$ cat config.mk
export PLATFORM = sky130hd
export DESIGN_NAME = vga_frame_reader
export DESIGN_NICKNAME = d
export VERILOG_FILES = /design/src/rtl/vga_timing_pkg.sv /design/src/rtl/vga_sync_gen.sv /design/src/rtl/vga_frame_reader.sv
export SDC_FILE = /design/constraint.sdc
export NUM_CORES = 1
export LEC_CHECK = 0
export CORE_ASPECT_RATIO = 1.2
export CORE_MARGIN = 5
export CORE_UTILIZATION = 45
export DETAILED_ROUTE_END_ITERATION = 8
export GPL_TIMING_DRIVEN = 0
export HOLD_SLACK_MARGIN = 0.08
export PLACE_DENSITY = 0.79
export SYNTH_ARGS = -nofsm -noshare
export SYNTH_HDL_FRONTEND = slang
export SYNTH_SLANG_ARGS = --single-unit
$ cat constraint.sdc
create_clock -name PCLK_VGA -period 4.3 [get_ports PCLK_VGA]
set_clock_uncertainty 0.15 [all_clocks]
set_input_delay 0.86 -clock PCLK_VGA [delete_from_list [all_inputs] [get_ports PCLK_VGA]]
set_output_delay 0.86 -clock PCLK_VGA [all_outputs]
set_load 0.05 [all_outputs]
$ cat src/rtl/vga_timing_pkg.sv
// Shared 640x480@60 timing constants and the display-gating state type.
// Latency: n/a. Backpressure: n/a (constants only).
package vga_timing_pkg;

    localparam int H_ACTIVE = 640;
    localparam int H_FP     = 16;
    localparam int H_SYNC   = 96;
    localparam int H_BP     = 48;
    localparam int H_TOTAL  = H_ACTIVE + H_FP + H_SYNC + H_BP;

    localparam int V_ACTIVE = 480;
    localparam int V_FP     = 10;
    localparam int V_SYNC   = 2;
    localparam int V_BP     = 33;
    localparam int V_TOTAL  = V_ACTIVE + V_FP + V_SYNC + V_BP;

    localparam int FB_DEPTH = H_ACTIVE * V_ACTIVE;
    localparam int RD_LAT   = 1;
    localparam int ADDR_W   = 19;

    typedef enum logic {
        IDLE = 1'b0,
        RUN  = 1'b1
    } state_t;

endpackage

$ cat src/rtl/vga_sync_gen.sv
// Raster counters with raw (stage 0) active/hsync/vsync and frame markers.
// Latency: outputs decode the current counter state combinationally.
// Backpressure: none; free-running at the pixel clock.
module vga_sync_gen #(
    parameter int H_ACTIVE = vga_timing_pkg::H_ACTIVE,
    parameter int H_FP     = vga_timing_pkg::H_FP,
    parameter int H_SYNC   = vga_timing_pkg::H_SYNC,
    parameter int H_BP     = vga_timing_pkg::H_BP,
    parameter int V_ACTIVE = vga_timing_pkg::V_ACTIVE,
    parameter int V_FP     = vga_timing_pkg::V_FP,
    parameter int V_SYNC   = vga_timing_pkg::V_SYNC,
    parameter int V_BP     = vga_timing_pkg::V_BP
) (
    input  logic clk,
    input  logic rst_n,
    output logic active,
    output logic hs_n,
    output logic vs_n,
    output logic first,
    output logic end_of_frame
);

    localparam int H_TOTAL = H_ACTIVE + H_FP + H_SYNC + H_BP;
    localparam int V_TOTAL = V_ACTIVE + V_FP + V_SYNC + V_BP;
    localparam int HW = $clog2(H_TOTAL + 1);
    localparam int VW = $clog2(V_TOTAL + 1);

    typedef logic [HW-1:0] hcnt_t;
    typedef logic [VW-1:0] vcnt_t;

    localparam hcnt_t H_LAST = hcnt_t'(H_TOTAL - 1);
    localparam hcnt_t H_ACT  = hcnt_t'(H_ACTIVE);
    localparam hcnt_t HS_BEG = hcnt_t'(H_ACTIVE + H_FP);
    localparam hcnt_t HS_END = hcnt_t'(H_ACTIVE + H_FP + H_SYNC);
    localparam vcnt_t V_LAST = vcnt_t'(V_TOTAL - 1);
    localparam vcnt_t V_ACT  = vcnt_t'(V_ACTIVE);
    localparam vcnt_t VS_BEG = vcnt_t'(V_ACTIVE + V_FP);
    localparam vcnt_t VS_END = vcnt_t'(V_ACTIVE + V_FP + V_SYNC);

    hcnt_t h_cnt;
    vcnt_t v_cnt;

    always_ff @(posedge clk or negedge rst_n) begin
        if (!rst_n) begin
            h_cnt <= '0;
            v_cnt <= '0;
        end else if (h_cnt == H_LAST) begin
            h_cnt <= '0;
            v_cnt <= (v_cnt == V_LAST) ? '0 : v_cnt + 1'b1;
        end else begin
            h_cnt <= h_cnt + 1'b1;
        end
    end

    assign active       = (h_cnt < H_ACT) && (v_cnt < V_ACT);
    assign hs_n         = !((h_cnt >= HS_BEG) && (h_cnt < HS_END));
    assign vs_n         = !((v_cnt >= VS_BEG) && (v_cnt < VS_END));
    assign first        = (h_cnt == '0) && (v_cnt == '0);
    assign end_of_frame = (h_cnt == H_LAST) && (v_cnt == V_LAST);

endmodule

$ cat src/rtl/vga_frame_reader.sv
// Raster-order framebuffer reader driving VGA RGB444 + HS/VS, gated per frame by frame_ready.
// Latency: 2+RD_LAT cycles from raster position to pins (3 for RD_LAT=1), all outputs aligned.
// Backpressure: none; frame_ready is sampled only on the last cycle of each frame.
module vga_frame_reader #(
    parameter int H_ACTIVE = vga_timing_pkg::H_ACTIVE,
    parameter int H_FP     = vga_timing_pkg::H_FP,
    parameter int H_SYNC   = vga_timing_pkg::H_SYNC,
    parameter int H_BP     = vga_timing_pkg::H_BP,
    parameter int V_ACTIVE = vga_timing_pkg::V_ACTIVE,
    parameter int V_FP     = vga_timing_pkg::V_FP,
    parameter int V_SYNC   = vga_timing_pkg::V_SYNC,
    parameter int V_BP     = vga_timing_pkg::V_BP,
    parameter int RD_LAT   = vga_timing_pkg::RD_LAT,
    parameter int ADDR_W   = vga_timing_pkg::ADDR_W
) (
    input  logic              PCLK_VGA,
    input  logic              rst,
    input  logic              frame_ready,
    input  logic [11:0]       rd_data,
    output logic [ADDR_W-1:0] rd_addr,
    output logic              rd_en,
    output logic [3:0]        VGA_R,
    output logic [3:0]        VGA_G,
    output logic [3:0]        VGA_B,
    output logic              VGA_HS,
    output logic              VGA_VS,
    output logic              frame_start
);

    import vga_timing_pkg::*;

    localparam logic [ADDR_W-1:0] ADDR_LAST = ADDR_W'(H_ACTIVE * V_ACTIVE - 1);

    logic   active, hs_n, vs_n, first, end_of_frame;
    logic   run;
    state_t state;

    logic [ADDR_W-1:0] addr_cnt;
    logic [RD_LAT:0]   act_dl, hs_dl, vs_dl, fs_dl;

    vga_sync_gen #(
        .H_ACTIVE(H_ACTIVE), .H_FP(H_FP), .H_SYNC(H_SYNC), .H_BP(H_BP),
        .V_ACTIVE(V_ACTIVE), .V_FP(V_FP), .V_SYNC(V_SYNC), .V_BP(V_BP)
    ) u_sync (
        .clk         (PCLK_VGA),
        .rst_n       (rst),
        .active      (active),
        .hs_n        (hs_n),
        .vs_n        (vs_n),
        .first       (first),
        .end_of_frame(end_of_frame)
    );

    assign run = (state == RUN);

    // Delay-line index RD_LAT is the stage at which rd_data for that pixel is valid.
    always_ff @(posedge PCLK_VGA or negedge rst) begin
        if (!rst) begin
            state       <= IDLE;
            addr_cnt    <= '0;
            rd_addr     <= '0;
            rd_en       <= 1'b0;
            act_dl      <= '0;
            hs_dl       <= '1;
            vs_dl       <= '1;
            fs_dl       <= '0;
            VGA_R       <= '0;
            VGA_G       <= '0;
            VGA_B       <= '0;
            VGA_HS      <= 1'b1;
            VGA_VS      <= 1'b1;
            frame_start <= 1'b0;
        end else begin
            if (end_of_frame) begin
                state <= frame_ready ? RUN : IDLE;
            end

            // Wrap after the last visible pixel so the counter never points past the buffer.
            if (end_of_frame) begin
                addr_cnt <= '0;
            end else if (active) begin
                addr_cnt <= (addr_cnt == ADDR_LAST) ? '0 : addr_cnt + 1'b1;
            end

            rd_addr <= addr_cnt;
            rd_en   <= active && run;

            act_dl <= {act_dl[RD_LAT-1:0], active && run};
            hs_dl  <= {hs_dl[RD_LAT-1:0], hs_n};
            vs_dl  <= {vs_dl[RD_LAT-1:0], vs_n};
            fs_dl  <= {fs_dl[RD_LAT-1:0], first && run};

            {VGA_R, VGA_G, VGA_B} <= act_dl[RD_LAT] ? rd_data : 12'h000;
            VGA_HS      <= hs_dl[RD_LAT];
            VGA_VS      <= vs_dl[RD_LAT];
            frame_start <= fs_dl[RD_LAT];
        end
    end

endmodule
## Yosys cells after proc, flatten, opt, wreduce, memory -nomap -nowiden

Index checks and enable logic that the tools add are counted.

- Bits in registers: 83
- Output and inout port bits: 35
- Logic and storage cells: 47

- Add/sub/neg operators: 3
- Order comparisons: 6
- Eq/ne operators: 3
- Mux-type cells: 7
- Reduce and logical (&&, ||, !) cells: 12

Operator list:

| cell | number |
|---|---|
| 19-bit 2-to-1 mux | 3 |
| 10-bit by 1-bit adder with 10-bit output, second input constant | 2 |
| 10-bit == test, second input constant | 2 |
| 10-bit zero test | 2 |
| 10-bit less-than comparator, second input constant | 2 |
| 10-bit by 9-bit less-than comparator with 1-bit output, second input constant | 2 |
| 10-bit 2-to-1 mux | 2 |
| 19-bit by 1-bit adder with 19-bit output, second input constant | 1 |
| 19-bit == test, second input constant | 1 |
| 12-bit 2-to-1 mux | 1 |
| 10-bit >= comparator, second input constant | 1 |
| 10-bit by 9-bit >= comparator with 1-bit output, second input constant | 1 |
| 1-bit logical AND | 7 |
| 1-bit zero test | 2 |
| 2-bit nonzero test | 1 |
| 1-bit 2-to-1 mux | 1 |

## Depth between registers and ports, before layout

- Depth in word-level cells: 4
- Depth in mapped cells: 8

## Cells and area by module

Synthesis repeated with hierarchy kept, for this count alone.

- Cell total of the unflattened synthesis: 294
- Area total of the unflattened synthesis: 3367.0 sq um

Modules (own cells, without submodules):

| module | times used | cells each | area an instance (sq um) | seq. area each (sq um) |
|---|---|---|---|---|
| vga_frame_reader | 1 | 179 | 2249.7 | 1559.0 |
| vga_sync_gen | 1 | 115 | 1117.3 | 500.5 |

## Least setup slack after synthesis

No wires, ideal clock.

- Kind: register to register
- Start point: register addr_cnt[0]
- End point: register addr_cnt[17]
- Library setup time: 0.073 ns
- Arrival: 1.934 ns
- Path slack: 2.143 ns
- Cell stages (with the launch flop): 8
- Buffers on the path: 1
- Clock period less this slack: 2.157 ns
- Cells stage by stage: dfrtp_1 > ha_1 > clkbuf_1 > nand2_1 > and4bb_4 > a21o_4 > or4_4 > a21oi_2

- Cells in the longest elaborated chain, start to end: 4
- Elaborated cells between the ends (all ways): 5
- Those cells by class: add/sub (1); eq/ne (1); mux (3)

Ends and longest elaborated chain:

| what | RTL line | source |
|---|---|---|
| start: declaration | vga_frame_reader.sv:38 | `logic [ADDR_W-1:0] addr_cnt;` |
| start signal: assignment | vga_frame_reader.sv:82 | `addr_cnt <= (addr_cnt == ADDR_LAST) ? '0 : addr_cnt + 1'b1;` |
| 19-bit by 1-bit adder with 19-bit output / 19-bit == test (equally long branches) | vga_frame_reader.sv:82 |  |
| 19-bit 2-to-1 mux (*) | vga_frame_reader.sv:82 |  |
| 19-bit 2-to-1 mux (*) | vga_frame_reader.sv:81 | `end else if (active) begin` |
| 19-bit 2-to-1 mux (*) | vga_frame_reader.sv:79 | `if (end_of_frame) begin` |

Mark *: on every way between the ends. The rest lies on a longest branch, timed or not. The select of a mux whose other input is x is not followed.
A chain may end at the register's enable or synchronous reset.

## Final worst setup path

- Start point: register VGA_HS
- End point: output VGA_HS

RTL lines:

| what | RTL line | source |
|---|---|---|
| start: declaration | vga_frame_reader.sv:25 | `output logic VGA_HS,` |
| start signal: assignment | vga_frame_reader.sv:94 | `VGA_HS <= hs_dl[RD_LAT];` |

No word-level cell between the ends.

==> run summary <==
========================================================================================
Via density per instance                                                           5.442
Number of DRC markers after the initial detailed-route iteration                     108
Remaining antenna violation count after routing                                        0
Dominant cells by area after synthesis                                      sky130_fd_sc_hd__dfrtp_1 (55%), sky130_fd_sc_hd__dfstp_2 (4.6%), sky130_fd_sc_hd__and2_1 (3.8%), sky130_fd_sc_hd__nand2_1 (2.9%), sky130_fd_sc_hd__nand4_1 (2.4%)
Synthesized flop and latch total                                                      82
Post-DP HPWL                                                                     4687 um
Critical-path top delay cell                                                sky130_fd_sc_hd__clkdlybuf4s50_1
Post-synth net total                                                                 324
Number of search-and-repair iterations in the first detailed-routing pass              6
Main flop type after synthesis                                              sky130_fd_sc_hd__dfrtp_1
Result of the run                                                           finished, final reports clean
Total power divided by cell area                                            327.0 nW/um2
Capturing element type of the critical path                                 primary output
Max capacitance violation total                                                        0
Post_cts resized                                                                       0
CP max stage delay                                                                790 ps
Kind of cell with the highest combined delay on the critical path           buffers and inverters
Num rows                                                                              35
Crit-path cells                                                             clkdlybuf4s50_1
Gr ovfl total                                                                          0
WS Path Type                                                                     reg2out
CTS H-tree lvls                                                                        3
Minimum clock period after layout                                                2675 ps
Post-layout total power                                                         1.401 mW
Crit share post-route                                                             0.6220
Clock root buffer                                                           sky130_fd_sc_hd__clkbuf_8
Type of the worst min-delay path                                                 reg2reg
Register-to-register path setup slack                                            1980 ps
VDD IR-drop max                                                                0.2299 mV
Die ar.                                                                         9524 um2
Mean instance size in the synthesized netlist                                  11.35 um2
CP Data Required Time                                                            3290 ps
Number of buffers inserted for hold repair after clock tree synthesis                  0
Vias                                                                                2514
Highest clock rate                                                             373.9 MHz
Height of the die                                                               105.9 um
Count of flip-flops with a built-in enable after synthesis                             0
Count of buffer and inverter cells on the critical path                                1
Setup repair after global routing missed its margin                                false
Transition at the pin with the smallest max-transition slack                    600.9 ps
Count of buffers from port buffering                                                  49
Design area                                                                     4285 um2
Number of different library cells in the post-synthesis netlist                       52
Share of the yosys chip area belonging to registers                               0.5970
Cell area reported after detailed placement                                     4080 um2
Top Ports                                                                             50
Sink Count                                                                            82
Number of buffers added for setup after CTS                                            0
WL/cell                                                                         14.29 um
Placed instance count                                                                446
Synth async-reset ratio                                                            1.000
Post-detailed-routing wire length                                                6601 um
Most used standard cells in the synthesized netlist                         sky130_fd_sc_hd__dfrtp_1 (76), sky130_fd_sc_hd__nand2_1 (27), sky130_fd_sc_hd__and2_1 (21)
Startpoint class of the critical path                                           register
Residual DRC count                                                                     0
Layout overhead on the synthesized area                                           24.23%
Setup violations, final                                                                0
Die boundary width                                                              89.93 um
Layout cell share with drive strength beyond 1                                    0.1027
Number of global-route vias before repair                                           2412
TritonCTS Buffers                                                                      9
Number of antenna violations at the first check in global routing                      0
Initial core utilization                                                          0.4553
Max transition margin                                                             0.5961
Fraction of the core area covered by cells at the end of the flow                 0.5656
Number of hold violations in the final report                                          0
Final std cells w/o fill                                                             462
Global-route wire length before repair                                          11420 um
Most common cell in the netlist                                             sky130_fd_sc_hd__dfrtp_1
Post-Synthesis Cells                                                                 304
Total count of max-transition violations in the final report                           0
LEAKAGE                                                                         1.855 nW
CTS tree                                                                             yes
Overall routing resource usage                                                    0.1439
Worst-case clock buffer depth                                                          2
Antenna Cells                                                                          0
Total core area                                                                 7576 um2
Clock-pin slew of the registers on the worst-case setup and hold paths             80 ps
Net total in the final layout                                                        385
Post-synth top area share                                                         0.5513
Gp weighted congestion                                                            0.8423
YS warnings                                                                            0
Netlist area before placement                                                   3450 um2
Maximum number of pins on one net before global-route repair                          58
Clock insertion delay at the later pin of the skew report                         350 ps
Maximum net fanout on the critical path                                                1
Post-route worst hold slack                                                     206.6 ps
Cell type with the largest total area after synthesis                       sky130_fd_sc_hd__dfrtp_1
WP data arrival                                                                  1660 ps
========================================================================================
==> sequential cells by signal, summed over array words and instances (netlist names), 4 cells and up <==
signal and cells:
VGA_B 4, VGA_G 4, VGA_R 4, addr_cnt 19
rd_addr 19, u_sync.h_cnt 10, u_sync.v_cnt 10
==> placed cells by master, fill, tap and decap left out, types with 4 or more instances in the layout <==
cell type | synthesis | routed
sky130_fd_sc_hd__and3_1 | 6 | 6
sky130_fd_sc_hd__xor2_1 | 7 | 7
sky130_fd_sc_hd__nand2_1 | 27 | 27
sky130_fd_sc_hd__nor2_1 | 19 | 19
sky130_fd_sc_hd__o21ai_1 | 5 | 5
sky130_fd_sc_hd__dfstp_2 | 6 | 6
sky130_fd_sc_hd__clkbuf_8 | 0 | 11
sky130_fd_sc_hd__clkdlybuf4s50_1 | 0 | 48
sky130_fd_sc_hd__ha_1 | 5 | 5
sky130_fd_sc_hd__inv_1 | 6 | 6
sky130_fd_sc_hd__nand3_1 | 11 | 11
sky130_fd_sc_hd__and2_1 | 21 | 21
sky130_fd_sc_hd__nand4_1 | 13 | 13
sky130_fd_sc_hd__xnor2_1 | 5 | 5
sky130_fd_sc_hd__or4_1 | 4 | 4
sky130_fd_sc_hd__or3_1 | 7 | 7
sky130_fd_sc_hd__dfrtp_1 | 76 | 76
sky130_fd_sc_hd__o21ai_0 | 14 | 14
sky130_fd_sc_hd__clkbuf_1 | 7 | 8
sky130_fd_sc_hd__a21oi_1 | 14 | 14
==> worst register-to-register path: stages, from the launching register on <==
cell	delay [ps]
sky130_fd_sc_hd__dfrtp_1	440
sky130_fd_sc_hd__ha_1	210
sky130_fd_sc_hd__clkbuf_1	180
sky130_fd_sc_hd__nand2_1	120
sky130_fd_sc_hd__and4bb_4	250
sky130_fd_sc_hd__a21o_4	250
sky130_fd_sc_hd__or4_4	520
sky130_fd_sc_hd__a21oi_2	140
==> per-stage QoR <==
step	TNS (ps)	setup WS, ps
2_1_floorplan	0	2143
3_3_place_gp	-34710	-461.6
3_5_place_dp	0	1991
4_1_cts	0	1599
5_1_grt	0	1573
6_report	0	1625
==> final cells by class <==
cell class / count / area (um2)
timing repair buffer: 50 / 515.5
clock buffer: 12 / 155.1
tap: 92 / 115.1
fill: 602 / 3291
sequential: 82 / 2059
inverter: 6 / 22.52
clock inverter: 4 / 50.05
buffer: 12 / 66.31
multi-input combinational: 204 / 1301
==> routing by layer <==
layer / GRT usage / up-vias / routed length [um]
met3: 0.04317 / 12 / 396
met1: 0.1936 / 1222 / 2968
met4: 0.05532 / 0 / 132
li1: - / 1199 / -
met5: 0 / - / 0
met2: 0.2197 / 81 / 3104
==> cell families (layout without fill, tap and decap cells) <==
kind of cell	count (synthesis)	after routing	share of synthesized area
AND/OR/NAND/NOR	132	132	0.2242
XOR/XNOR	12	12	0.03047
buffers and inverters	18	84	0.02575
multiplexers	5	5	0.01523
flip-flops	82	82	0.5970
AO/OA/AOI/OAI	50	50	0.08923
adder cells (fa/ha/maj)	5	5	0.01814
==> worst paths after layout <==
path,startpoint,endpoint,cells past startpoint
worst max-delay path,VGA_HS,VGA_HS,1
worst min-delay path,fs_dl[0],fs_dl[1],0
min in group asynchronous,rst,rd_addr[11],1
max in group asynchronous,rst,hs_dl[0],2
worst max register to register,addr_cnt[0],addr_cnt[17],7
worst min register to register,fs_dl[0],fs_dl[1],0
==> power by group <==
part	internal, mW	total, mW	switching (mW)
Clock	0.299	0.558	0.259
Sequential	0.776	0.778	0.00148
Combinational	0.0257	0.0658	0.0402
Power figures use the tool's default switching activity.
